<file path="src/rtl/tag_alloc_enc.sv">
// tag_alloc_enc: free-list tag allocator; offers the lowest free tag and decodes released tags back into the mask.
module tag_alloc_enc #(
    parameter int NUM_TAGS = 16,
    parameter int TAG_W    = $clog2(NUM_TAGS),
    parameter int CNT_W    = $clog2(NUM_TAGS + 1)
) (
    input  logic             clk,
    input  logic             rst,
    input  logic             alloc_req,
    output logic             alloc_valid,
    output logic [TAG_W-1:0] alloc_tag,
    input  logic             free_valid,
    input  logic [TAG_W-1:0] free_tag,
    output logic [CNT_W-1:0] free_count,
    output logic             full_free,
    output logic             err_double_free,
    output logic             err_alloc_empty
);
    localparam logic [NUM_TAGS-1:0] ONE = NUM_TAGS'(1);
    logic [NUM_TAGS-1:0] free_mask_q, free_mask_d, alloc_oh, free_oh;
    logic [CNT_W-1:0]    free_count_q, free_count_d;
    logic                err_df_q, err_df_d, err_ae_q, err_ae_d;
    logic                alloc_fire, free_in_range, same_tag, double_free, free_fire;
    // Scan from the top so the lowest set bit is the last one written.
    always_comb begin
        alloc_tag = '0;
        for (int i = NUM_TAGS - 1; i >= 0; i--)
            if (free_mask_q[i]) alloc_tag = TAG_W'(i);
    end
    always_comb begin
        alloc_fire    = alloc_req & alloc_valid;
        alloc_oh      = alloc_fire ? (ONE << alloc_tag) : '0;
        free_in_range = 32'(free_tag) < NUM_TAGS;
        free_oh       = free_in_range ? (ONE << free_tag) : '0;
        same_tag      = alloc_fire & (alloc_tag == free_tag);
        // A tag handed out this same cycle may be returned immediately.
        double_free   = free_valid & (~free_in_range | ((|(free_mask_q & free_oh)) & ~same_tag));
        free_fire     = free_valid & ~double_free;
        free_mask_d   = (free_mask_q & ~alloc_oh) | (free_fire ? free_oh : '0);
        free_count_d  = free_count_q - CNT_W'(alloc_fire) + CNT_W'(free_fire);
        err_df_d      = err_df_q | double_free;
        err_ae_d      = err_ae_q | (alloc_req & ~alloc_valid);
    end
    always_ff @(posedge clk or posedge rst) begin
        if (rst) begin
            free_mask_q  <= '1;
            free_count_q <= CNT_W'(NUM_TAGS);
            err_df_q     <= 1'b0;
            err_ae_q     <= 1'b0;
        end else begin
            free_mask_q  <= free_mask_d;
            free_count_q <= free_count_d;
            err_df_q     <= err_df_d;
            err_ae_q     <= err_ae_d;
        end
    end
    assign alloc_valid     = |free_mask_q;
    assign free_count      = free_count_q;
    assign full_free       = free_count_q == CNT_W'(NUM_TAGS);
    assign err_double_free = err_df_q;
    assign err_alloc_empty = err_ae_q;
endmodule

</file>
<file path="config.mk">
export PLATFORM = sky130hd
export DESIGN_NAME = tag_alloc_enc
export DESIGN_NICKNAME = d
export VERILOG_FILES = /design/src/rtl/tag_alloc_enc.sv
export SDC_FILE = /design/constraint.sdc
export NUM_CORES = 1
export LEC_CHECK = 0
export CAP_MARGIN = 30
export CORE_ASPECT_RATIO = 1.2
export CORE_UTILIZATION = 31
export CTS_BUF_LIST = sky130_fd_sc_hd__clkbuf_2
export CTS_CLUSTER_SIZE = 14
export DETAILED_ROUTE_END_ITERATION = 6
export DONT_BUFFER_PORTS = 1
export GPL_TIMING_DRIVEN = 0
export PLACE_DENSITY = 0.47
export SLEW_MARGIN = 5
export SYNTH_ARGS = -nofsm -noshare
export SYNTH_HDL_FRONTEND = slang
export SYNTH_SLANG_ARGS = --single-unit
</file>
<file path="constraint.sdc">
create_clock -name clk -period 3.3 [get_ports clk]
set_input_delay 0.99 -clock clk [delete_from_list [all_inputs] [get_ports clk]]
set_output_delay 0.99 -clock clk [all_outputs]
set_load 0.02 [all_outputs]
</file>
==> impl_metrics.yaml <==
routing:
  drt_first_pass_iters: 4
  drtAntennaViolNets: 0
  viasPerCell: 5.810
  drc: 0
  dr.first_iter.drc_count: 127
  dr_total_vias: 1923
  wl_per_cell_um: 19.37
  wl_um: 6412
clocking:
  cts.sinks: 23
  tritoncts: "yes"
  htree_levels: 1
  clk_latency_ns: 0.35
  root_buffer: "clkbuf_2"
  clk_pin_slew_ns: 0.24
  clk_path_buf_depth: 2
  cts_hold_buf: 0
  cts_made_buffers: 3
sta:
  min_period_ns: 3.358
  fin_crit_sh_pct: 101.8
  worstMarginPinSlew_ns: 0.8875
  finalSetupViolCount: 1
  hold_violations: 0
  achievable-frequency_ghz: 0.2978
  finClkSkew_ns: 0.02074
  max-slew-margin-rel_pct: 40.03
  worst_slack_ns: -0.05821
  slew_viol_final: 0
  rsz0062_at_grt: "true"
cells_and_area:
  final_nets: 265
  layout.cells.non_filler: 331
  design_area_mm2: 0.002377
  diodes: 0
  drive_gt1_share_pct: 31.33
  synthToLayoutAreaGrowth_pct: 19.27
floorplan:
  start_util_pct: 32.52
  die_y_um: 89.84
  rows: 31
  io_pins: 21
  core_region_area_mm2: 0.006128
  dieWidth_um: 75.20
  dieArea_mm2: 0.006756
placed_design:
  place_inst: 315
  placed_area_mm2: 0.002132
  port_buffers: 0
  post-dp-hpwl_um: 4546
  gp_congestion: 0.8621
  place_ws_ns: -0.5870
yosys:
  synth_compound_area_share_pct: 28.37
  synthSimpleGateAreaFrac_pct: 26.49
  synth_area_leaders: "dfstp_2 22%, dfrtp_1 7.5%, o221ai_2 6.8%, or3_1 4.7%, o31ai_1 4.5%"
  synth_top_family_by_area: "compound AO/OA/AOI/OAI gates"
  async_flop_share_pct: 100.0
  synth.top_cell.area_share_pct: 22.41
  synth_area_mm2: 0.001993
  syn_avg_cell_area_um2: 8.591
  synth_warnings: 0
  ys_types: 57
  ys.flop_type: "dfstp_2"
  synth_edf_count: 0
  synth_xor_area_share_pct: 1.758
  synth.cells.most_frequent: "18 x inv_1, 18 x nand2_1, 17 x dfstp_2"
  seq_area_frac_synth_pct: 29.94
  syn_nets: 247
  synth.ff_latch_count: 23
  synth_cells: 232
  synth_top_area_cell: "dfstp_2"
  yosys.area_share.adder_pct: 4.771
  synthMuxAreaShare_pct: 1.632
power_and_ir_drop:
  leakagePower_nw: 0.8528
  powerDensity_mw_per_mm2: 996.8
  ir_drop_uv: 427.8
global_route:
  grt_pass1_wl_um: 9970
  overflow: 0
  grt_use_total_pct: 19.49
  grt_max_degree: 24
  antenna_found_initial: 0
  grt_pass1_vias: 1854
setup_path:
  cp.required_ns: 3.61
  worstSetupStartpointType: "flip-flop"
  r2r_cells: 16
  r2r_setup_slack_ns: -0.06
  arrival_ns: 3.67
  path_max_fanout: 6
  worstReg2RegStart: "free_mask_q[11]"
  end_kind: "flip-flop"
  crit_type: "reg2reg"
  crit_start: "free_mask_q[11]"
  r2r-end: "free_count[4]"
run_status:
  status: "finished, violations left"
  violations: "negative setup slack"
min_path:
  hp-class: "in2async"
flow_run:
  cap_violations: 0
[power breakdown]
part | switching, mW | internal, mW
logic | 0.939 | 0.608
registers | 0.239 | 0.466
clock network | 0.0893 | 0.0274
total | 1.27 | 1.10
[registers in the layout, indices dropped and copies added (netlist names)]
signal,flops
err_double_free,1
free_mask_q,16
err_alloc_empty,1
free_count,5
[through the flow]
stage	hold WS, ns	TNS, ns	utilization, %	total power, mW
floorplan	0.5008	-0.1584	-	1.635
global placement	0.5422	-2.096	34.73	2.003
detailed placement	0.5301	-1.802	34.79	1.984
CTS	0.5596	-0.1782	36.65	2.235
global route	0.4900	-0.3545	38.79	2.543
finish	0.5416	-0.05821	38.79	2.370
[metal layers]
| layer | GRT usage [%] | share of wire [%] | wire (um) | vias to the layer above |
|---|---|---|---|---|
| li1 | - | - | - | 915 |
| met1 | 27.81 | 46 | 2921 | 929 |
| met2 | 29.73 | 46 | 2970 | 63 |
| met3 | 2.915 | 5.3 | 343 | 16 |
| met4 | 6.481 | 2.7 | 176 | 0 |
| met5 | 0 | 0 | 0 | - |
[critical path: stages (launching register included)]
cell and delay (ns):
dfstp_2 0.65, nor2_1 0.05, a221o_1 0.38, a211o_1 0.33, a211oi_2 0.27, o2111a_2 0.30
o21ai_2 0.07, ha_1 0.28, inv_2 0.07, ha_4 0.12, inv_2 0.04, fa_2 0.34
inv_1 0.06, a21oi_1 0.06, nor2_1 0.10, nor2_1 0.06, xnor2_1 0.14
[layout make-up]
class                   count  area [um^2]
flip-flops and latches     23        596.8
well taps                  82        102.6
fillers                   662         3751
plain buffers              12        80.08
repair buffers             17        145.1
clock buffers               3        15.01
inverters                  18        67.56
clock inverters             1        5.005
multi-input cells         175         1365
[timing repair]
action / 4_1_cts / 5_1_grt
gates resized for setup: 12 / 15
buffers inserted: 7 / 8
endpoints found under the setup margin: 6 / 6
pin swaps: 3 / 13
[logic make-up after synthesis]
kind of cell / Yosys count
muxes: 3
adders and majority gates: 7
buffers and inverters: 34
AOI/OAI and AO/OA: 67
DFF: 23
xor gates and xnor gates: 4
and+or+nand+nor: 94
[layout by cell type, fill, tap and decap left out, drive strengths merged, types with 6 or more instances in the layout]
cell type	n
dfstp	17
nand2	18
ha	6
o21ai	9
a21oi	6
or3	15
o221ai	13
inv	18
buf	20
o31ai	12
clkbuf	12
nor2	16
dfrtp	6
[worst max-delay path by stage]
stage / to / cells after the start
after floorplan: free_count[4] / 17
after global placement: free_count[4] / 17
after detailed placement: free_count[4] / 17
after CTS: free_count[4] / 17
after global routing: free_count[4] / 16
final: free_count[4] / 16
Note: power is estimated with default switching activity, not from simulation.
